**src/rtl/cpu_sim_axi3_master_if.sv**
```systemverilog
// axi3_interface: AXI3 signal bundle with master and slave views
interface axi3_interface #(
  parameter int ADDR_WIDTH = 32,
  parameter int DATA_WIDTH = 32,
  parameter int ID_WIDTH   = 12
);
  logic [ID_WIDTH-1:0]     awid;
  logic [ADDR_WIDTH-1:0]   awaddr;
  logic [3:0]              awlen;
  logic [2:0]              awsize;
  logic [1:0]              awburst;
  logic [1:0]              awlock;
  logic [3:0]              awcache;
  logic [2:0]              awprot;
  logic [3:0]              awqos;
  logic                    awvalid;
  logic                    awready;
  logic [ID_WIDTH-1:0]     wid;
  logic [DATA_WIDTH-1:0]   wdata;
  logic [DATA_WIDTH/8-1:0] wstrb;
  logic                    wlast;
  logic                    wvalid;
  logic                    wready;
  logic [ID_WIDTH-1:0]     bid;
  logic [1:0]              bresp;
  logic                    bvalid;
  logic                    bready;
  logic [ID_WIDTH-1:0]     arid;
  logic [ADDR_WIDTH-1:0]   araddr;
  logic [3:0]              arlen;
  logic [2:0]              arsize;
  logic [1:0]              arburst;
  logic [1:0]              arlock;
  logic [3:0]              arcache;
  logic [2:0]              arprot;
  logic [3:0]              arqos;
  logic                    arvalid;
  logic                    arready;
  logic [ID_WIDTH-1:0]     rid;
  logic [DATA_WIDTH-1:0]   rdata;
  logic [1:0]              rresp;
  logic                    rlast;
  logic                    rvalid;
  logic                    rready;
  modport master (
    output awid, awaddr, awlen, awsize, awburst, awlock, awcache, awprot, awqos, awvalid,
    input  awready,
    output wid, wdata, wstrb, wlast, wvalid,
    input  wready,
    input  bid, bresp, bvalid,
    output bready,
    output arid, araddr, arlen, arsize, arburst, arlock, arcache, arprot, arqos, arvalid,
    input  arready,
    input  rid, rdata, rresp, rlast, rvalid,
    output rready
  );
  modport slave (
    input  awid, awaddr, awlen, awsize, awburst, awlock, awcache, awprot, awqos, awvalid,
    output awready,
    input  wid, wdata, wstrb, wlast, wvalid,
    output wready,
    output bid, bresp, bvalid,
    input  bready,
    input  arid, araddr, arlen, arsize, arburst, arlock, arcache, arprot, arqos, arvalid,
    output arready,
    output rid, rdata, rresp, rlast, rvalid,
    input  rready
  );
endinterface

```
**src/rtl/cpu_sim_axi3_master.sv**
```systemverilog
// cpu_sim_axi3_master: single-outstanding AXI3 master; cmd_* valid/ready in, rsp_* pulse out, axi3 master port
module cpu_sim_axi3_master #(
  parameter int ADDR_WIDTH = 32,
  parameter int DATA_WIDTH = 32,
  parameter int ID_WIDTH   = 12,
  parameter int TXN_ID     = 0,
  parameter int TIMEOUT    = 1024
) (
  input  logic                  aclk,
  input  logic                  reset,
  input  logic                  cmd_valid,
  output logic                  cmd_ready,
  input  logic                  cmd_write,
  input  logic [ADDR_WIDTH-1:0] cmd_addr,
  input  logic [DATA_WIDTH-1:0] cmd_wdata,
  output logic                  rsp_valid,
  output logic [DATA_WIDTH-1:0] rsp_rdata,
  output logic [1:0]            rsp_resp,
  output logic                  rsp_timeout,
  axi3_interface.master         axi3
);
  typedef enum logic [2:0] {IDLE, WR_ADDR_DATA, WR_RESP, RD_ADDR, RD_DATA, DONE} state_t;
  state_t state_q, state_d;
  logic awvalid_q, awvalid_d, wvalid_q, wvalid_d, arvalid_q, arvalid_d;
  logic bready_q, bready_d, rready_q, rready_d;
  logic cmd_ready_q, cmd_ready_d, rsp_valid_q, rsp_valid_d, tmo_q, tmo_d;
  logic [1:0] resp_q, resp_d;
  logic [DATA_WIDTH-1:0] rdata_q, rdata_d, wdata_q, wdata_d;
  logic [ADDR_WIDTH-1:0] addr_q, addr_d;
  logic [31:0] cnt_q, cnt_d;
  logic busy, timeout_hit;
  logic unused_ok;
  assign busy = state_q != IDLE && state_q != DONE;
  assign timeout_hit = TIMEOUT != 0 && busy && cnt_q >= 32'(TIMEOUT - 1);
  always_comb begin
    state_d = state_q;
    awvalid_d = awvalid_q;
    wvalid_d = wvalid_q;
    arvalid_d = arvalid_q;
    bready_d = bready_q;
    rready_d = rready_q;
    rdata_d = rdata_q;
    resp_d = resp_q;
    tmo_d = tmo_q;
    addr_d = addr_q;
    wdata_d = wdata_q;
    cnt_d = busy ? cnt_q + 32'd1 : cnt_q;
    case (state_q)
      IDLE: if (cmd_valid && cmd_ready_q) begin
        addr_d = {cmd_addr[ADDR_WIDTH-1:2], 2'b00};
        wdata_d = cmd_wdata;
        cnt_d = 32'd1;
        rdata_d = '0;
        resp_d = 2'b00;
        tmo_d = 1'b0;
        state_d = cmd_write ? WR_ADDR_DATA : RD_ADDR;
        awvalid_d = cmd_write;
        wvalid_d = cmd_write;
        arvalid_d = !cmd_write;
      end
      WR_ADDR_DATA: begin
        awvalid_d = awvalid_q && !axi3.awready;
        wvalid_d = wvalid_q && !axi3.wready;
        if (!awvalid_d && !wvalid_d) begin
          state_d = WR_RESP;
          bready_d = 1'b1;
        end
      end
      WR_RESP: if (axi3.bvalid) begin
        resp_d = axi3.bresp;
        bready_d = 1'b0;
        state_d = DONE;
      end
      RD_ADDR: if (axi3.arready) begin
        arvalid_d = 1'b0;
        rready_d = 1'b1;
        state_d = RD_DATA;
      end
      RD_DATA: if (axi3.rvalid) begin
        rdata_d = axi3.rdata;
        resp_d = axi3.rresp;
        rready_d = 1'b0;
        state_d = DONE;
      end
      default: state_d = IDLE;
    endcase
    if (timeout_hit) begin
      {awvalid_d, wvalid_d, arvalid_d, bready_d, rready_d} = '0;
      resp_d = 2'b10;
      tmo_d = 1'b1;
      state_d = DONE;
    end
    cmd_ready_d = state_d == IDLE;
    rsp_valid_d = state_d == DONE;
  end
  always_ff @(posedge aclk) begin
    if (reset) begin
      state_q <= IDLE;
      {awvalid_q, wvalid_q, arvalid_q, bready_q, rready_q} <= '0;
      {cmd_ready_q, rsp_valid_q, tmo_q} <= '0;
      resp_q <= '0;
      rdata_q <= '0;
      wdata_q <= '0;
      addr_q <= '0;
      cnt_q <= '0;
    end else begin
      state_q <= state_d;
      {awvalid_q, wvalid_q, arvalid_q, bready_q, rready_q} <= {awvalid_d, wvalid_d, arvalid_d, bready_d, rready_d};
      {cmd_ready_q, rsp_valid_q, tmo_q} <= {cmd_ready_d, rsp_valid_d, tmo_d};
      resp_q <= resp_d;
      rdata_q <= rdata_d;
      wdata_q <= wdata_d;
      addr_q <= addr_d;
      cnt_q <= cnt_d;
    end
  end
  assign cmd_ready = cmd_ready_q;
  assign rsp_valid = rsp_valid_q;
  assign rsp_rdata = rdata_q;
  assign rsp_resp = resp_q;
  assign rsp_timeout = tmo_q;
  assign axi3.awid = ID_WIDTH'(TXN_ID);
  assign axi3.awaddr = addr_q;
  assign axi3.awlen = 4'd0;
  assign axi3.awsize = 3'b010;
  assign axi3.awburst = 2'b01;
  assign axi3.awlock = 2'b00;
  assign axi3.awcache = 4'd0;
  assign axi3.awprot = 3'd0;
  assign axi3.awqos = 4'd0;
  assign axi3.awvalid = awvalid_q;
  assign axi3.wid = ID_WIDTH'(TXN_ID);
  assign axi3.wdata = wdata_q;
  assign axi3.wstrb = '1;
  assign axi3.wlast = 1'b1;
  assign axi3.wvalid = wvalid_q;
  assign axi3.bready = bready_q;
  assign axi3.arid = ID_WIDTH'(TXN_ID);
  assign axi3.araddr = addr_q;
  assign axi3.arlen = 4'd0;
  assign axi3.arsize = 3'b010;
  assign axi3.arburst = 2'b01;
  assign axi3.arlock = 2'b00;
  assign axi3.arcache = 4'd0;
  assign axi3.arprot = 3'd0;
  assign axi3.arqos = 4'd0;
  assign axi3.arvalid = arvalid_q;
  assign axi3.rready = rready_q;
  assign unused_ok = ^{axi3.bid, axi3.rid, axi3.rlast, cmd_addr[1:0]};
endmodule

```
**src/flat_wrapper.sv**
```systemverilog
// flat-port wrapper written by rule: the top's interface ports become plain ports
module cpu_sim_axi3_master_flat 
#(
  parameter int ADDR_WIDTH = 32,
  parameter int DATA_WIDTH = 32,
  parameter int ID_WIDTH   = 12,
  parameter int TXN_ID     = 0,
  parameter int TIMEOUT    = 1024
)
  (aclk, reset, cmd_valid, cmd_ready, cmd_write, cmd_addr, cmd_wdata, rsp_valid, rsp_rdata, rsp_resp, rsp_timeout, axi3_awid, axi3_awaddr, axi3_awlen, axi3_awsize, axi3_awburst, axi3_awlock, axi3_awcache, axi3_awprot, axi3_awqos, axi3_awvalid, axi3_awready, axi3_wid, axi3_wdata, axi3_wstrb, axi3_wlast, axi3_wvalid, axi3_wready, axi3_bid, axi3_bresp, axi3_bvalid, axi3_bready, axi3_arid, axi3_araddr, axi3_arlen, axi3_arsize, axi3_arburst, axi3_arlock, axi3_arcache, axi3_arprot, axi3_arqos, axi3_arvalid, axi3_arready, axi3_rid, axi3_rdata, axi3_rresp, axi3_rlast, axi3_rvalid, axi3_rready);
  axi3_interface #(.ADDR_WIDTH(ADDR_WIDTH), .DATA_WIDTH(DATA_WIDTH), .ID_WIDTH(ID_WIDTH)) axi3_i ();
  input  logic aclk;
  input  logic reset;
  input  logic cmd_valid;
  output logic cmd_ready;
  input  logic cmd_write;
  input  logic [ADDR_WIDTH-1:0] cmd_addr;
  input  logic [DATA_WIDTH-1:0] cmd_wdata;
  output logic rsp_valid;
  output logic [DATA_WIDTH-1:0] rsp_rdata;
  output logic [1:0] rsp_resp;
  output logic rsp_timeout;
  output wire logic [$bits(axi3_i.awid)-1:0] axi3_awid;
  output wire logic [$bits(axi3_i.awaddr)-1:0] axi3_awaddr;
  output wire logic [$bits(axi3_i.awlen)-1:0] axi3_awlen;
  output wire logic [$bits(axi3_i.awsize)-1:0] axi3_awsize;
  output wire logic [$bits(axi3_i.awburst)-1:0] axi3_awburst;
  output wire logic [$bits(axi3_i.awlock)-1:0] axi3_awlock;
  output wire logic [$bits(axi3_i.awcache)-1:0] axi3_awcache;
  output wire logic [$bits(axi3_i.awprot)-1:0] axi3_awprot;
  output wire logic [$bits(axi3_i.awqos)-1:0] axi3_awqos;
  output wire logic [$bits(axi3_i.awvalid)-1:0] axi3_awvalid;
  input wire logic [$bits(axi3_i.awready)-1:0] axi3_awready;
  output wire logic [$bits(axi3_i.wid)-1:0] axi3_wid;
  output wire logic [$bits(axi3_i.wdata)-1:0] axi3_wdata;
  output wire logic [$bits(axi3_i.wstrb)-1:0] axi3_wstrb;
  output wire logic [$bits(axi3_i.wlast)-1:0] axi3_wlast;
  output wire logic [$bits(axi3_i.wvalid)-1:0] axi3_wvalid;
  input wire logic [$bits(axi3_i.wready)-1:0] axi3_wready;
  input wire logic [$bits(axi3_i.bid)-1:0] axi3_bid;
  input wire logic [$bits(axi3_i.bresp)-1:0] axi3_bresp;
  input wire logic [$bits(axi3_i.bvalid)-1:0] axi3_bvalid;
  output wire logic [$bits(axi3_i.bready)-1:0] axi3_bready;
  output wire logic [$bits(axi3_i.arid)-1:0] axi3_arid;
  output wire logic [$bits(axi3_i.araddr)-1:0] axi3_araddr;
  output wire logic [$bits(axi3_i.arlen)-1:0] axi3_arlen;
  output wire logic [$bits(axi3_i.arsize)-1:0] axi3_arsize;
  output wire logic [$bits(axi3_i.arburst)-1:0] axi3_arburst;
  output wire logic [$bits(axi3_i.arlock)-1:0] axi3_arlock;
  output wire logic [$bits(axi3_i.arcache)-1:0] axi3_arcache;
  output wire logic [$bits(axi3_i.arprot)-1:0] axi3_arprot;
  output wire logic [$bits(axi3_i.arqos)-1:0] axi3_arqos;
  output wire logic [$bits(axi3_i.arvalid)-1:0] axi3_arvalid;
  input wire logic [$bits(axi3_i.arready)-1:0] axi3_arready;
  input wire logic [$bits(axi3_i.rid)-1:0] axi3_rid;
  input wire logic [$bits(axi3_i.rdata)-1:0] axi3_rdata;
  input wire logic [$bits(axi3_i.rresp)-1:0] axi3_rresp;
  input wire logic [$bits(axi3_i.rlast)-1:0] axi3_rlast;
  input wire logic [$bits(axi3_i.rvalid)-1:0] axi3_rvalid;
  output wire logic [$bits(axi3_i.rready)-1:0] axi3_rready;
  assign axi3_awid = axi3_i.awid;
  assign axi3_awaddr = axi3_i.awaddr;
  assign axi3_awlen = axi3_i.awlen;
  assign axi3_awsize = axi3_i.awsize;
  assign axi3_awburst = axi3_i.awburst;
  assign axi3_awlock = axi3_i.awlock;
  assign axi3_awcache = axi3_i.awcache;
  assign axi3_awprot = axi3_i.awprot;
  assign axi3_awqos = axi3_i.awqos;
  assign axi3_awvalid = axi3_i.awvalid;
  assign axi3_i.awready = axi3_awready;
  assign axi3_wid = axi3_i.wid;
  assign axi3_wdata = axi3_i.wdata;
  assign axi3_wstrb = axi3_i.wstrb;
  assign axi3_wlast = axi3_i.wlast;
  assign axi3_wvalid = axi3_i.wvalid;
  assign axi3_i.wready = axi3_wready;
  assign axi3_i.bid = axi3_bid;
  assign axi3_i.bresp = axi3_bresp;
  assign axi3_i.bvalid = axi3_bvalid;
  assign axi3_bready = axi3_i.bready;
  assign axi3_arid = axi3_i.arid;
  assign axi3_araddr = axi3_i.araddr;
  assign axi3_arlen = axi3_i.arlen;
  assign axi3_arsize = axi3_i.arsize;
  assign axi3_arburst = axi3_i.arburst;
  assign axi3_arlock = axi3_i.arlock;
  assign axi3_arcache = axi3_i.arcache;
  assign axi3_arprot = axi3_i.arprot;
  assign axi3_arqos = axi3_i.arqos;
  assign axi3_arvalid = axi3_i.arvalid;
  assign axi3_i.arready = axi3_arready;
  assign axi3_i.rid = axi3_rid;
  assign axi3_i.rdata = axi3_rdata;
  assign axi3_i.rresp = axi3_rresp;
  assign axi3_i.rlast = axi3_rlast;
  assign axi3_i.rvalid = axi3_rvalid;
  assign axi3_rready = axi3_i.rready;
  cpu_sim_axi3_master #(.ADDR_WIDTH(ADDR_WIDTH), .DATA_WIDTH(DATA_WIDTH), .ID_WIDTH(ID_WIDTH), .TXN_ID(TXN_ID), .TIMEOUT(TIMEOUT)) u_core (.aclk(aclk), .reset(reset), .cmd_valid(cmd_valid), .cmd_ready(cmd_ready), .cmd_write(cmd_write), .cmd_addr(cmd_addr), .cmd_wdata(cmd_wdata), .rsp_valid(rsp_valid), .rsp_rdata(rsp_rdata), .rsp_resp(rsp_resp), .rsp_timeout(rsp_timeout), .axi3(axi3_i));
endmodule
```
**config.mk**
```make
export PLATFORM = sky130hd
export DESIGN_NAME = cpu_sim_axi3_master_flat
export DESIGN_NICKNAME = d
export VERILOG_FILES = /design/src/rtl/cpu_sim_axi3_master_if.sv /design/src/rtl/cpu_sim_axi3_master.sv /design/src/flat_wrapper.sv
export SDC_FILE = /design/constraint.sdc
export NUM_CORES = 1
export LEC_CHECK = 0
export ABC_CLOCK_PERIOD_IN_PS = 4300
export CAP_MARGIN = 20
export CORE_AREA = 2 2 138 140
export DETAILED_ROUTE_END_ITERATION = 10
export DIE_AREA = 0 0 140 142
export PLACE_DENSITY_LB_ADDON = 0.05
export SETUP_SLACK_MARGIN = 0.15
export SLEW_MARGIN = 0
export SYNTH_ARGS = -nofsm -noshare
export SYNTH_HDL_FRONTEND = slang
export SYNTH_SLANG_ARGS = --single-unit
```
**constraint.sdc**
```tcl
create_clock -name aclk -period 4.3 [get_ports aclk]
set_clock_uncertainty 0.2 [all_clocks]
set_input_delay 0.43 -clock aclk [delete_from_list [all_inputs] [get_ports aclk]]
set_output_delay 0.43 -clock aclk [all_outputs]
set_load 0.02 [all_outputs]
```
==> summary.txt, run 1 <==
Layout
  • Final Net Count: 1129
  • Multi-input logic area: 0.00280 mm^2
  • Cell Count, Final, Fillers Out: 1241
  • Commonest non-fill, non-tap cell in the layout: clkdlybuf4s50_1
  • Diode count: 0
  • Area growth from synthesis to layout: 41.3%
  • Most frequent cells in the layout: 239 x clkdlybuf4s50_1, 172 x nand2_1, 139 x dfxtp_1
  • Reg area: 0.00278 mm^2
  • Fin area: 0.00897 mm^2
  • Layout cells sized above 1: 5.06%
  • Filler cells: 1882

STA
  • Slew margin rel.: 42.1%
  • Final min period: 2.36 ns
  • Setup_tns: 0 ns
  • Max-slew violations: 0
  • Worst slew pin tran: 0.864 ns
  • Final Hold Viols: 0
  • Final worst-path cycle share: 54.8%
  • Final setup viols: 0
  • Achievable frequency: 425 MHz
  • RSZ-0062 raised after global routing: false
  • Worst hold margin: 0.250 ns

Die
  • Initial Util: 34.4%
  • Die Wd: 140 um
  • Total core area: 0.0185 mm^2
  • Die Ht: 142 um
  • Site row count: 50
  • Die area: 0.0199 mm^2
  • Top Ports: 357

Synth
  • Synth Area in Simple Gates: 22.4%
  • Xor and xnor area share after synthesis: 3.59%
  • Leading area contributor after synthesis: dfxtp_1
  • Top_reg_cell synth: dfxtp_1
  • Register area share after synthesis: 43.8%
  • Synth Cell Area: 0.00635 mm^2
  • Post-synth ARST share: 0%
  • Largest family of logic cells by synthesized area: simple AND/OR/NAND/NOR gates
  • Synthesis Warnings: 0
  • Mux contribution to synthesized area: 0.631%
  • Synth top area cells: dfxtp_1 44%, buf_4 14%, nand2_1 10%
  • Synth Area in Adders: 0.197%
  • Cells after Synth: 801
  • Seq cells post-synth: 139
  • Synth top area share: 43.8%
  • Synthesized area per cell: 7.92 um^2
  • Post-synth EDFFs: 0
  • Compound-Gate Fraction of Synth Area: 11.8%
  • Synth unique cells: 47

Setup path
  • Cell breakdown of the critical path: or4_1 -> or4_4 -> a211o_4 -> nor4_2
  • Crit-path max cell delay: 0.54 ns
  • Setup crit start kind: flip-flop
  • Setup CP Type: reg -> reg
  • CP required: 4.44 ns
  • Worst path top cell family by delay: simple AND/OR/NAND/NOR gates
  • CP max FO: 8
  • WP data arrival: 2.50 ns
  • Crit end category: flip-flop
  • CP Buf/Inv Count: 0
  • Slowest cell on crit path: or4_1

Placed design
  • Cell area after placement: 0.00839 mm^2
  • Port Buffers: 240
  • DP Cell Count: 1209
  • DP HPWL: 12400 um
  • Gp weighted congestion: 0.749

Status
  • Outcome: finished, violations left
  • Failing checks: design-rule violations

Global route
  • Largest net degree at the start of global routing: 64
  • GR Layer Usage met3: 7.67%
  • GR met1 Demand/Resource: 20.4%
  • Gr busiest metal: met2
  • GRT Overall Usage: 17.5%
  • Met2 usage: 28.5%
  • Number of global-route vias before repair: 5194
  • Initial antenna violation count: 0
  • First-pass GRT wire length: 27700 um
  • GRT Residual Overflow: 0

Pwr
  • Power per cell area: 471 mW/mm^2
  • Clk pwr share: 34.3%
  • Register share of total power: 36.0%
  • Sw power: 0.00142 W
  • Internal: 0.00281 W
  • Sw Ratio: 33.6%
  • P_leak: 3.22 nW
  • Comb pwr share: 29.7%
  • Peak supply drop: 0.286 mV

Routing
  • First-pass DRT Iterations: 11
  • Vias per Instance: 4.54
  • Initial DRC Count: 286
  • Final WL: 18000 um
  • DR WL/cell: 14.5 um
  • # DRC: 22
  • ANT nets after route: 0
  • Via count: 5638

Clock network
  • Hold-fix buffers, CTS: 0
  • Setup bufs post-CTS: 0
  • Clk Latency, worst-skew pair: 0.43 ns
  • CTS Buf Count: 17
  • Post-CTS resize count: 0
  • CTS tree: done
  • Clock buffer depth: 2
  • CTS root buf: clkbuf_16
  • Htree depth: 4
  • Register clock-pin slew on the reported worst setup and hold paths: 0.06 ns
  • Clock sink count: 139

Run
  • Max Cap Viol: 0

Min path
  • Hold Path Class: reg -> reg
stage by stage:
step	worst slack (ns)	util [%]	total power (W)
floorplan	2.07	-	0.00236
global placement	1.53	45.5	0.00282
detailed placement	1.53	45.5	0.00282
CTS	1.92	48.6	0.00429
global route	1.74	48.6	0.00444
finish	1.94	48.6	0.00422
kinds of logic (layout without fill, tap and decap cells):
group	count (synthesis)	in the layout
buf+inv	176	295
other cells	2	89
mux	4	4
xor+xnor	26	26
flops	139	139
simple gates	317	317
fa+ha+maj	1	1
compound gates	136	136
final cells by class:
cell class,count,share of cell area [%]
Tap cell,234,3.26
Multi-Input combinational cell,573,31.2
Timing Repair Buffer,249,27.5
Clock buffer,22,5.18
Inverter,14,0.586
Sequential cell,139,31.0
Clock inverter,10,1.28
state kept, by name (all words and copies together), names as in the netlist, 2 cells and up:
| name | flops |
|---|---|
| u_core.rsp_rdata | 32 |
| u_core.rsp_resp | 2 |
| u_core.axi3.wdata | 32 |
| u_core.axi3.araddr | 30 |
| u_core.cnt_q | 32 |
| u_core.state_q | 3 |
worst paths after layout:
path                          endpoint  slack [ns]                 start  depth (start not counted)
setup / recovery      u_core.cmd_ready        1.94      u_core.cnt_q[26]                          4
hold / removal    u_core.rsp_rdata[27]        0.25  u_core.rsp_rdata[27]                          2
setup reg to reg      u_core.cmd_ready        1.94      u_core.cnt_q[26]                          4
hold reg to reg   u_core.rsp_rdata[27]        0.25  u_core.rsp_rdata[27]                          2
metal layers:
| metal | vias up | part of all wire (%) |
|---|---|---|
| met1 | 2564 | 41 |
| met5 | - | 0 |
| met4 | 0 | 1.4 |
| met2 | 212 | 48 |
| met3 | 12 | 9.3 |
| li1 | 2850 | - |
synthesized netlist by cell type (2+ instances only):
cell      count
a211oi_1      2
a31oi_1       2
xor2_1        7
nand3_1      46
nor4_1       16
nand4_1       8
xnor2_1      19
or3_1         4
nor2_1       36
nor3_1        9
nand2_1     173
nor2b_1       2
a21oi_1     110
inv_1        14
a22oi_1       3
dfxtp_1     139
and4_1        2
or2_2         4
buf_1         4
a32oi_1       2
o21ai_0       5
o21a_1        2
buf_4       119
conb_1        2
mux2i_1       4
and2_1        3
clkbuf_1     38
or4_1         3
and3_1        5
worst register-to-register path: cells and delay by family, from the launching register on:
kind             cells  cell delay, ns
flip-flops           1            0.35
AO/OA/AOI/OAI        1            0.41
AND/OR/NAND/NOR      3            1.32
power groups by stage:
stage          Combinational (W)  Sequential [W]  Clock [W]
2_1_floorplan           0.000705         0.00166          0
3_3_place_gp             0.00127         0.00155          0
3_5_place_dp             0.00127         0.00155          0
4_1_cts                  0.00127         0.00152    0.00149
5_1_grt                  0.00135         0.00154    0.00154
6_report                 0.00125         0.00152    0.00145
No activity file was read; power rests on OpenSTA's default activity.
==> run 2: changes to the inputs <==
--- a/config.mk
+++ b/config.mk
@@ -5,11 +5,11 @@
 export SDC_FILE = /design/constraint.sdc
 export NUM_CORES = 1
 export LEC_CHECK = 0
-export ABC_CLOCK_PERIOD_IN_PS = 4300
+export ABC_CLOCK_PERIOD_IN_PS = 2310
 export CAP_MARGIN = 20
-export CORE_AREA = 2 2 138 140
+export CORE_AREA = 2 2 139 141
 export DETAILED_ROUTE_END_ITERATION = 10
-export DIE_AREA = 0 0 140 142
+export DIE_AREA = 0 0 141 143
 export PLACE_DENSITY_LB_ADDON = 0.05
 export SETUP_SLACK_MARGIN = 0.15
 export SLEW_MARGIN = 0
==> constraint.sdc (replaced) <==
create_clock -name aclk -period 2.31 [get_ports aclk]
set_clock_uncertainty 0.2 [all_clocks]
set_input_delay 0.231 -clock aclk [delete_from_list [all_inputs] [get_ports aclk]]
set_output_delay 0.231 -clock aclk [all_outputs]
set_load 0.02 [all_outputs]
==> summary.txt, run 2 (synthesized netlist as in run 1, its figures left out) <==
STA
  • Worst slew pin tran: 0.551 ns
  • Achievable frequency: 452 MHz
  • Final min period: 2.21 ns
  • Final worst-path cycle share: 95.7%
  • Max-slew violations: 0
  • RSZ-0062 raised after global routing: true
  • Slew margin rel.: 63.3%
  • Setup_tns: 0 ns
  • Final setup viols: 0
  • Final Hold Viols: 0

Die
  • Die area: 0.0202 mm^2
  • Total core area: 0.0186 mm^2
  • Site row count: 50
  • Top Ports: 357
  • Initial Util: 34.2%
  • Die Ht: 143 um
  • Die Wd: 141 um

Placed design
  • Port Buffers: 240
  • Cell area after placement: 0.00863 mm^2
  • DP HPWL: 12600 um
  • DP Cell Count: 1236
  • Gp weighted congestion: 0.751

Pwr
  • Power per cell area: 892 mW/mm^2
  • P_leak: 3.44 nW
  • Peak supply drop: 0.655 mV

Layout
  • Area growth from synthesis to layout: 47.6%
  • Final Net Count: 1160
  • Commonest non-fill, non-tap cell in the layout: clkdlybuf4s50_1
  • Layout cells sized above 1: 8.97%
  • Cell Count, Final, Fillers Out: 1271
  • Fin area: 0.00937 mm^2
  • Most frequent cells in the layout: 239 x clkdlybuf4s50_1, 172 x nand2_1, 135 x dfxtp_1
  • Filler cells: 1796
  • Diode count: 0

Routing
  • First-pass DRT Iterations: 4
  • Final WL: 17700 um
  • Initial DRC Count: 279
  • Vias per Instance: 4.49
  • DR WL/cell: 14.0 um
  • Via count: 5702
  • # DRC: 0
  • ANT nets after route: 0

Setup path
  • CP required: 2.43 ns
  • Worst reg2reg endpoint: u_core.cmd_ready
  • Setup CP Type: reg -> reg
  • Launching point of the worst reg2reg path: u_core.cnt_q[26]
  • CP max FO: 4
  • Setup crit start kind: flip-flop
  • Worst R2R Path Depth: 4
  • Crit-path max cell delay: 0.52 ns
  • Cell breakdown of the critical path: or4_1 -> or4_4 -> a211o_4 -> nor4_2
  • R2R Setup Slk: 0.1 ns
  • Slowest cell on crit path: or4_1
  • WP data arrival: 2.33 ns
  • Crit end category: flip-flop

Clock network
  • CTS tree: done
  • CTS Buf Count: 17
  • Clock buffer depth: 2
  • Clk Latency, worst-skew pair: 0.41 ns
  • Htree depth: 4
  • Clock sink count: 139
  • CTS root buf: clkbuf_16
  • Register clock-pin slew on the reported worst setup and hold paths: 0.06 ns

Global route
  • First-pass GRT wire length: 27600 um
  • GRT Residual Overflow: 0
  • Largest net degree at the start of global routing: 69
  • Initial antenna violation count: 0
  • Number of global-route vias before repair: 5242
  • GRT Overall Usage: 17.2%

Status
  • Outcome: finished clean

Min path
  • Hold Crit Start: cmd_wdata[1]
  • Hold endpoint: u_core.axi3.wdata[1]
  • Hold depth: 3
  • Hold Path Class: in -> reg

Run
  • Max Cap Viol: 0
[run 2: cell count changes in the layout (fill, tap and decap cells not counted), moves of 2 or more]
cell | before | now
buf_12 | 0 | 3
buf_4 | 10 | 36
bufinv_16 | 2 | 6
clkbuf_1 | 3 | 1
clkinv_4 | 0 | 2
clkinvlp_4 | 3 | 1
dfxtp_1 | 139 | 135
dfxtp_2 | 0 | 4
inv_6 | 2 | 0
nor4_1 | 16 | 12
nor4_2 | 1 | 5
[run 2: worst max path at each step]
stage / start / end / cells after the start
CTS: u_core.cnt_q[26] / u_core.cmd_ready / 4
detailed placement: u_core.cnt_q[15] / u_core.cmd_ready / 5
global placement: u_core.cnt_q[15] / u_core.cmd_ready / 5
global route: u_core.cnt_q[26] / u_core.cmd_ready / 4
finish: u_core.cnt_q[26] / u_core.cmd_ready / 4
floorplan: u_core.cnt_q[26] / u_core.cmd_ready / 4
[run 2: what timing repair did]
item	CTS	global route
pin swaps	8	5
cloned	0	0
endpoints found under the setup margin	8	23
gates resized for setup	7	5
hold buffers	1	0
setup buffers	0	3
hold endpoints to repair	16	0
[run 2: power by group]
part	internal, W	total, W	switching [W]	leakage (nW)
registers	0.00264	0.00281	0.000169	1.13
clock network	0.00205	0.00309	0.00104	0.323
logic	0.00103	0.00246	0.00143	1.99
[run 2: cell type report]
| class | instances | area [um^2] | area share [%] |
|---|---|---|---|
| Clock buffer | 19 | 443 | 4.73 |
| Clock inverter | 12 | 220 | 2.35 |
| Inverter | 14 | 52.6 | 0.561 |
| Multi-Input combinational cell | 573 | 2830 | 30.2 |
| Sequential cell | 139 | 2790 | 29.8 |
| Tap cell | 234 | 293 | 3.12 |
| Timing Repair Buffer | 280 | 2740 | 29.3 |
[run 2: critical path: cells and delay by family, from the launching register on]
| kind | cells | cell delay (ns) |
|---|---|---|
| AOI/OAI and AO/OA | 1 | 0.38 |
| DFF | 1 | 0.31 |
| and+or+nand+nor | 3 | 1.24 |
[run 2: metrics by stage]
stage	setup slack, ns	utilization (%)	hold slack [ns]	total power [W]
after global routing	0.0639	50.4	0.153	0.00877
after detailed placement	0.000486	46.5	0.246	0.00534
after floorplan	0.163	-	0.167	0.00440
after global placement	0.0268	46.5	0.238	0.00535
final	0.0988	50.4	0.162	0.00836
after CTS	0.0808	50.2	0.142	0.00847
[run 2: routing by layer]
layer  track usage [%]  vias to the layer above  routed length, um
met2              28.8                      204               8620
met4              6.00                        0                219
met3              6.61                       16               1430
li1                  -                     2908                  -
met1              20.2                     2574               7480
met5                 0                        -                  0
